[src/rtl/datapath_pkg.sv]
// datapath_pkg: shared types and constants for datapath_core.
//   - cmd_op_e : command opcodes on cmd_op
//   - state_e  : command sequencer states
//   - SRC_* / DST_* : bus source / destination offsets, counted from NUM_GPR
package datapath_pkg;

  typedef enum logic [1:0] {
    OP_MOVE   = 2'd0,
    OP_MEM_RD = 2'd1,
    OP_PC_INC = 2'd2,
    OP_NOP    = 2'd3
  } cmd_op_e;

  typedef enum logic {
    ST_IDLE     = 1'b0,
    ST_MEM_WAIT = 1'b1
  } state_e;

  // Source offsets above the GPR range
  localparam int SRC_HI   = 0;
  localparam int SRC_LO   = 1;
  localparam int SRC_ZHI  = 2;
  localparam int SRC_ZLO  = 3;
  localparam int SRC_PC   = 4;
  localparam int SRC_MDR  = 5;
  localparam int SRC_IN   = 6;
  localparam int SRC_ZERO = 7;

  // Destination offsets above the GPR range
  localparam int DST_HI  = 0;
  localparam int DST_LO  = 1;
  localparam int DST_Y   = 2;
  localparam int DST_MAR = 3;
  localparam int DST_MDR = 4;
  localparam int DST_IR  = 5;
  localparam int DST_PC  = 6;
  localparam int DST_OUT = 7;

  localparam int NUM_SPECIAL = 8;

endpackage

[src/rtl/datapath_core_gpr_file.sv]
// gpr_file: NUM_GPR x DATA_W general-purpose register array,
// one synchronous write port and one combinational read port.
// Configuration macro: R0_ZERO_EN -- when defined, GPR0 reads as zero and
// writes to it are silently discarded.
// Ports:
//   clk, clr        clock, synchronous active-high clear (all registers -> 0)
//   we, waddr, wdata write port
//   raddr, rdata    read port
module gpr_file #(
  parameter int DATA_W  = 32,
  parameter int NUM_GPR = 16,
  parameter int AW      = 4
) (
  input  logic              clk,
  input  logic              clr,
  input  logic              we,
  input  logic [AW-1:0]     waddr,
  input  logic [DATA_W-1:0] wdata,
  input  logic [AW-1:0]     raddr,
  output logic [DATA_W-1:0] rdata
);

  logic [DATA_W-1:0] regs_r [NUM_GPR];
  logic              wr_en_s;

  // Write qualification, including the hard-wired-zero GPR0 option
  always_comb begin
    wr_en_s = 1'b0;
    if (we && (int'(waddr) < NUM_GPR)) begin
`ifdef R0_ZERO_EN
      wr_en_s = (waddr != '0);
`else
      wr_en_s = 1'b1;
`endif
    end else begin
      wr_en_s = 1'b0;
    end
  end

  // Register array storage with synchronous clear
  always_ff @(posedge clk) begin
    if (clr) begin
      for (int i = 0; i < NUM_GPR; i++) begin
        regs_r[i] <= '0;
      end
    end else if (wr_en_s) begin
      regs_r[waddr] <= wdata;
    end
  end

  // Combinational read port
  always_comb begin
    rdata = '0;
    if (int'(raddr) >= NUM_GPR) begin
      rdata = '0;
`ifdef R0_ZERO_EN
    end else if (raddr == '0) begin
      rdata = '0;
`endif
    end else begin
      rdata = regs_r[raddr];
    end
  end

endmodule

[src/rtl/datapath_core.sv]
// datapath_core: register-transfer datapath with a GPR file, special registers
// (HI, LO, ZHI/ZLO, PC, MDR, MAR, IR, Y, out port) and a single shared bus.
// A command interface performs one-cycle MOVEs, PC increments and handshaked
// memory reads into MDR.
// Configuration macro: R0_ZERO_EN (forwarded to gpr_file; GPR0 hard-wired to 0).
// Ports:
//   clk, clr                 clock, synchronous active-high reset
//   cmd_valid/cmd_ready      command handshake (ready only in IDLE)
//   cmd_op, cmd_src, cmd_dst command opcode and bus source/destination indices
//   cmd_err                  one-cycle pulse after a MOVE with an illegal index
//   mem_req, mem_addr        read request (address is MAR)
//   mem_ack, mem_rdata       read response, captured into MDR
//   z_load, z_in             ALU result load into {ZHI,ZLO}, any state
//   in_port                  external input bus source
//   out_port, ir_out, y_out, pc_out  register values
//   bus_out                  current bus value (0 unless a legal MOVE is accepted)
module datapath_core
  import datapath_pkg::*;
#(
  parameter int                DATA_W   = 32,
  parameter int                NUM_GPR  = 16,
  parameter logic [DATA_W-1:0] PC_RESET = '0,
  parameter int unsigned       PC_STEP  = 32'd1,
  localparam int               SEL_W    = $clog2(NUM_GPR + 8)
) (
  input  logic                  clk,
  input  logic                  clr,
  input  logic                  cmd_valid,
  output logic                  cmd_ready,
  input  logic [1:0]            cmd_op,
  input  logic [SEL_W-1:0]      cmd_src,
  input  logic [SEL_W-1:0]      cmd_dst,
  output logic                  cmd_err,
  output logic                  mem_req,
  output logic [DATA_W-1:0]     mem_addr,
  input  logic                  mem_ack,
  input  logic [DATA_W-1:0]     mem_rdata,
  input  logic                  z_load,
  input  logic [2*DATA_W-1:0]   z_in,
  input  logic [DATA_W-1:0]     in_port,
  output logic [DATA_W-1:0]     out_port,
  output logic [DATA_W-1:0]     ir_out,
  output logic [DATA_W-1:0]     y_out,
  output logic [DATA_W-1:0]     pc_out,
  output logic [DATA_W-1:0]     bus_out
);

  localparam int               GPR_AW  = $clog2(NUM_GPR);
  // One bit wider so the limit is representable when NUM_GPR+8 is a power of two
  localparam logic [SEL_W:0]   IDX_LIM = (SEL_W + 1)'(NUM_GPR + NUM_SPECIAL);
  localparam logic [SEL_W-1:0] GPR_LIM = SEL_W'(NUM_GPR);

  state_e            state_r, state_nx_s;
  cmd_op_e           op_s;
  logic              accept_s, move_s, idx_ok_s, move_ok_s;
  logic              src_is_gpr_s, dst_is_gpr_s;
  logic [SEL_W-1:0]  src_off_s, dst_off_s;
  logic [DATA_W-1:0] src_val_s, bus_s, gpr_rdata_s;
  logic [DATA_W-1:0] hi_r, lo_r, zhi_r, zlo_r, pc_r, mdr_r, mar_r, ir_r, y_r, out_r;
  logic              err_r;

  assign op_s         = cmd_op_e'(cmd_op);
  assign accept_s     = cmd_valid & cmd_ready;
  assign move_s       = accept_s & (op_s == OP_MOVE);
  assign idx_ok_s     = ({1'b0, cmd_src} < IDX_LIM) && ({1'b0, cmd_dst} < IDX_LIM);
  assign move_ok_s    = move_s & idx_ok_s;
  assign src_is_gpr_s = (cmd_src < GPR_LIM);
  assign dst_is_gpr_s = (cmd_dst < GPR_LIM);
  assign src_off_s    = cmd_src - GPR_LIM;
  assign dst_off_s    = cmd_dst - GPR_LIM;

  gpr_file #(
    .DATA_W  (DATA_W),
    .NUM_GPR (NUM_GPR),
    .AW      (GPR_AW)
  ) u_gpr (
    .clk   (clk),
    .clr   (clr),
    .we    (move_ok_s & dst_is_gpr_s),
    .waddr (cmd_dst[GPR_AW-1:0]),
    .wdata (bus_s),
    .raddr (cmd_src[GPR_AW-1:0]),
    .rdata (gpr_rdata_s)
  );

  // Bus source multiplexer
  always_comb begin
    src_val_s = '0;
    if (src_is_gpr_s) begin
      src_val_s = gpr_rdata_s;
    end else begin
      case (src_off_s)
        SEL_W'(SRC_HI):   src_val_s = hi_r;
        SEL_W'(SRC_LO):   src_val_s = lo_r;
        SEL_W'(SRC_ZHI):  src_val_s = zhi_r;
        SEL_W'(SRC_ZLO):  src_val_s = zlo_r;
        SEL_W'(SRC_PC):   src_val_s = pc_r;
        SEL_W'(SRC_MDR):  src_val_s = mdr_r;
        SEL_W'(SRC_IN):   src_val_s = in_port;
        SEL_W'(SRC_ZERO): src_val_s = '0;
        default:          src_val_s = '0;
      endcase
    end
  end

  // The bus carries data only while a legal MOVE is being accepted
  assign bus_s   = move_ok_s ? src_val_s : '0;
  assign bus_out = bus_s;

  // Special registers, Z pair, PC update, memory capture and error pulse
  always_ff @(posedge clk) begin
    if (clr) begin
      hi_r  <= '0;
      lo_r  <= '0;
      zhi_r <= '0;
      zlo_r <= '0;
      pc_r  <= PC_RESET;
      mdr_r <= '0;
      mar_r <= '0;
      ir_r  <= '0;
      y_r   <= '0;
      out_r <= '0;
      err_r <= 1'b0;
    end else begin
      if (z_load) begin
        {zhi_r, zlo_r} <= z_in;
      end
      if (move_ok_s && !dst_is_gpr_s) begin
        case (dst_off_s)
          SEL_W'(DST_HI):  hi_r  <= bus_s;
          SEL_W'(DST_LO):  lo_r  <= bus_s;
          SEL_W'(DST_Y):   y_r   <= bus_s;
          SEL_W'(DST_MAR): mar_r <= bus_s;
          SEL_W'(DST_MDR): mdr_r <= bus_s;
          SEL_W'(DST_IR):  ir_r  <= bus_s;
          SEL_W'(DST_PC):  pc_r  <= bus_s;
          SEL_W'(DST_OUT): out_r <= bus_s;
          default:         ;
        endcase
      end
      if (accept_s && (op_s == OP_PC_INC)) begin
        pc_r <= pc_r + DATA_W'(PC_STEP);
      end
      // Acks are only meaningful while a read is outstanding
      if ((state_r == ST_MEM_WAIT) && mem_ack) begin
        mdr_r <= mem_rdata;
      end
      err_r <= move_s & ~idx_ok_s;
    end
  end

  // Sequencer state register
  always_ff @(posedge clk) begin
    if (clr) begin
      state_r <= ST_IDLE;
    end else begin
      state_r <= state_nx_s;
    end
  end

  // Sequencer next-state logic
  always_comb begin
    state_nx_s = state_r;
    case (state_r)
      ST_IDLE: begin
        if (accept_s && (op_s == OP_MEM_RD)) begin
          state_nx_s = ST_MEM_WAIT;
        end else begin
          state_nx_s = ST_IDLE;
        end
      end
      ST_MEM_WAIT: begin
        if (mem_ack) begin
          state_nx_s = ST_IDLE;
        end else begin
          state_nx_s = ST_MEM_WAIT;
        end
      end
      default: state_nx_s = ST_IDLE;
    endcase
  end

  // Sequencer outputs, decoded from state only
  always_comb begin
    cmd_ready = 1'b0;
    mem_req   = 1'b0;
    case (state_r)
      ST_IDLE:     cmd_ready = 1'b1;
      ST_MEM_WAIT: mem_req   = 1'b1;
      default: begin
        cmd_ready = 1'b0;
        mem_req   = 1'b0;
      end
    endcase
  end

  assign cmd_err  = err_r;
  assign mem_addr = mar_r;
  assign out_port = out_r;
  assign ir_out   = ir_r;
  assign y_out    = y_r;
  assign pc_out   = pc_r;

endmodule

[config.mk]
export PLATFORM = sky130hd
export DESIGN_NAME = datapath_core
export DESIGN_NICKNAME = d
export VERILOG_FILES = /design/src/rtl/datapath_pkg.sv /design/src/rtl/datapath_core_gpr_file.sv /design/src/rtl/datapath_core.sv
export SDC_FILE = /design/constraint.sdc
export NUM_CORES = 1
export LEC_CHECK = 0
export ABC_AREA = 1
export ABC_CLOCK_PERIOD_IN_PS = 3600
export CORE_ASPECT_RATIO = 0.6
export CORE_UTILIZATION = 55
export DETAILED_ROUTE_END_ITERATION = 7
export PLACE_DENSITY = 0.78
export RECOVER_POWER = 25
export SETUP_SLACK_MARGIN = 0.1
export SLEW_MARGIN = 10
export SYNTH_ARGS = -nofsm -noshare
export SYNTH_HDL_FRONTEND = slang
export SYNTH_HIERARCHICAL = 1
export SYNTH_SLANG_ARGS = --single-unit
[constraint.sdc]
create_clock -name clk -period 3.6 [get_ports clk]
set_input_delay 0.72 -clock clk [delete_from_list [all_inputs] [get_ports clk]]
set_output_delay 0.72 -clock clk [all_outputs]
set_load 0.005 [all_outputs]
==> results.json <==
{
  "dieHeight_um": 209,
  "post-route-cell-area_um2": 48900,
  "grt_pass1_wl_um": 215000,
  "yosys_register_bits": 834,
  "grt_pass1_vias": 33400,
  "die_x_um": 347,
  "async_reset_ff_share_pct": 0,
  "placed_area_um2": 45700,
  "gp_congestion": 1.08,
  "hpwl_um": 100000,
  "synth_ff_type": "edfxtp_1",
  "whs_path_depth": 2,
  "power_density_nw_per_um2": 425,
  "synth_fp_nets": 5096,
  "total_power_mw": 20.8,
  "dp_slack_ps": -124,
  "slew_headroom_pct": -2.25,
  "fillers": 5515,
  "clock_sinks": 834,
  "violations": "max-capacitance violations, max-slew violations",
  "via_per_inst": 5.83,
  "ir_drop_mv": 0.298,
  "num_vias": 37000,
  "grt_max_degree": 91,
  "worst_slew_pin_slew_ps": 1530,
  "start_util_pct": 55.8,
  "h-tree-depth": 3,
  "coreArea_um2": 70200,
  "fin_util_pct": 69.6,
  "drtAntennaViolNets": 0,
  "critical-path-max-stage-delay_ps": 520,
  "grt_use_total_pct": 40.2,
  "cp-start-kind": "input port",
  "drv_cap": 1,
  "io_pins": 340,
  "grt-ovfl-total": 0,
  "root_buffer": "clkbuf_16",
  "status": "complete, but fails checks",
  "drt_first_iter_violations": 5774,
  "syn_inst": 4950,
  "cp_max_fo": 8,
  "final_nets": 5519,
  "syn_area_per_cell_um2": 7.92,
  "setup-tns-final_ps": 0,
  "antenna_found_initial": 6,
  "cts_tree": "done",
  "crit_type": "input port to primary output",
  "drv_slew": 54,
  "seq_area_frac_synth_pct": 55.7,
  "p_leak_nw": 21.2,
  "dr.pass1.iters": 7,
  "syn_area_um2": 39200,
  "ys_warn_count": 6,
  "post_drt_wl_per_cell_um": 23.7,
  "yosysUniqueCellTypes": 35,
  "drive_gt1_share_pct": 10.4,
  "min_path_type": "register to register",
  "setup_viol": 0,
  "max_freq_mhz": 282,
  "fin_crit_ps": 3540,
  "cp_slowest_cell": "clkdlybuf4s50_1",
  "cts_buffer_depth": 3,
  "crit_path_end_kind": "primary output",
  "worstSkewPairLatency_ps": 640,
  "die-area_um2": 72400,
  "hold_viol_final": 0,
  "fin_crit_sh_pct": 98.4,
  "synth_edf_count": 512,
  "worstPathRequired_ps": 2880,
  "rows": 75,
  "crit_arrival_ps": 2820,
  "worst_r2r_path_depth": 12,
  "crit_chain": "clkdlybuf4s50_1, inv_1, nor2_2, nand3_2, buf_6, nor2_4, buf_12, buf_12, nand2_1, inv_1, clkdlybuf4s50_1",
  "cts_made_buffers": 77,
  "rsz0062_at_grt": "yes",
  "path_clk_slew_ps": 70,
  "fin_worst_skew_ps": 25.6,
  "cts_hold_buf": 0,
  "wl_um": 151000,
  "route.detailed.drc": 0,
  "io_buffers": 339,
  "fin_ws_ps": 56.2,
  "syn_to_final_growth_pct": 24.7
}
where the power goes:
group | total, mW | switching [mW] | internal (mW)
Sequential | 10.5 | 0.115 | 10.4
Clock | 8.36 | 3.77 | 4.59
Combinational | 1.95 | 1.23 | 0.726
registers in the layout, summed over array words and instances, names as in the netlist, 32 cells and up:
| signal | flops |
|---|---|
| hi_r | 32 |
| ir_out | 32 |
| lo_r | 32 |
| mdr_r | 32 |
| mem_addr | 32 |
| out_port | 32 |
| pc_out | 32 |
| u_gpr/regs_r | 512 |
| y_out | 32 |
| zhi_r | 32 |
| zlo_r | 32 |
cells in the mapped netlist (2+ instances only):
cell type / n / area share [%]
nand4_1: 41 / 0.65
dfxtp_1: 322 / 16
a21oi_1: 250 / 3.2
clkinv_1: 2 / 0.019
or2_2: 3 / 0.048
buf_4: 14 / 0.27
nand3b_1: 6 / 0.11
buf_2: 131 / 1.7
nor3_1: 3 / 0.038
nor2_1: 816 / 7.8
buf_1: 30 / 0.29
clkbuf_1: 158 / 1.5
inv_2: 11 / 0.11
nand3_1: 580 / 7.4
o21ai_1: 93 / 1.2
xnor2_1: 2 / 0.045
o21ai_0: 175 / 2.2
inv_1: 580 / 5.6
nand2_1: 1200 / 11
nor2_8: 6 / 0.31
edfxtp_1: 512 / 39
nor2_2: 2 / 0.032
through the flow:
step / instances / hold slack, ps
detailed placement: 6193 / 468
CTS: 6335 / 478
finish: 6358 / 476
global route: 6357 / 518
global placement: 6193 / 461
floorplan: 4950 / 434
cell families after synthesis:
group                    Yosys count  synth area share, %
AO/OA/AOI/OAI                    522                 6.69
flip-flops                       834                 55.7
XOR/XNOR                           3               0.0671
buffers and inverters            928                 9.45
AND/OR/NAND/NOR                 2662                 28.1
adder cells (fa/ha/maj)            1               0.0319
layout make-up:
cell class,count,area (um^2),share of cell area [%]
Antenna cell,2,5.00,0.0102
Clock buffer,103,2160,4.41
Clock inverter,35,325,0.666
Inverter,594,2270,4.64
Multi-Input combinational cell,3188,13900,28.4
Sequential cell,834,21800,44.7
Tap cell,924,1160,2.37
Timing Repair Buffer,678,7270,14.9
routing by layer:
layer	vias to the layer above	share of wire (%)	track usage, %
li1	16700	-	-
met1	17300	40	60.4
met2	2681	40	54.6
met3	332	16	12.2
met4	8	3.6	13.3
met5	-	0.033	0
cells in the final DEF, fill, tap and decap left out, drive strengths merged, types with 2 or more instances in the layout:
| cell | Yosys | final |
|---|---|---|
| edfxtp | 512 | 512 |
| xnor2 | 2 | 2 |
| dlygate4sd3 | 0 | 128 |
| clkdlybuf4s50 | 0 | 190 |
| clkinvlp | 0 | 2 |
| a21oi | 250 | 250 |
| bufinv | 0 | 5 |
| nand3 | 581 | 581 |
| clkbuf | 159 | 121 |
| o21ai | 269 | 269 |
| nand4 | 41 | 41 |
| nor3 | 4 | 4 |
| buf | 175 | 327 |
| or2 | 3 | 3 |
| clkinv | 3 | 26 |
| diode | 0 | 2 |
| nand2 | 1202 | 1202 |
| dlymetal6s2s | 0 | 14 |
| nor2 | 825 | 825 |
| inv | 591 | 596 |
| nand3b | 6 | 6 |
| dfxtp | 322 | 322 |
timing repair:
item | in CTS | in global routing
resized for setup | 27 | 74
setup endpoints to repair | 32 | 32
setup buffers | 1 | 11
gates cloned | 3 | 10
path summary, 6_finish.rpt:
check | slack (ps) | endpoint | startpoint
max reg2reg | 510 | u_gpr/regs_r[6][7] | state_r
max | 60 | bus_out[15] | cmd_valid
min | 480 | zhi_r[23] | zhi_r[23]
min reg2reg | 480 | zhi_r[23] | zhi_r[23]
worst max-delay path: cells and delay by family:
family / cells / cell delay [ps]
AND/OR/NAND/NOR: 4 / 480
buffers and inverters: 7 / 1620
Power figures use the tool's default switching activity.
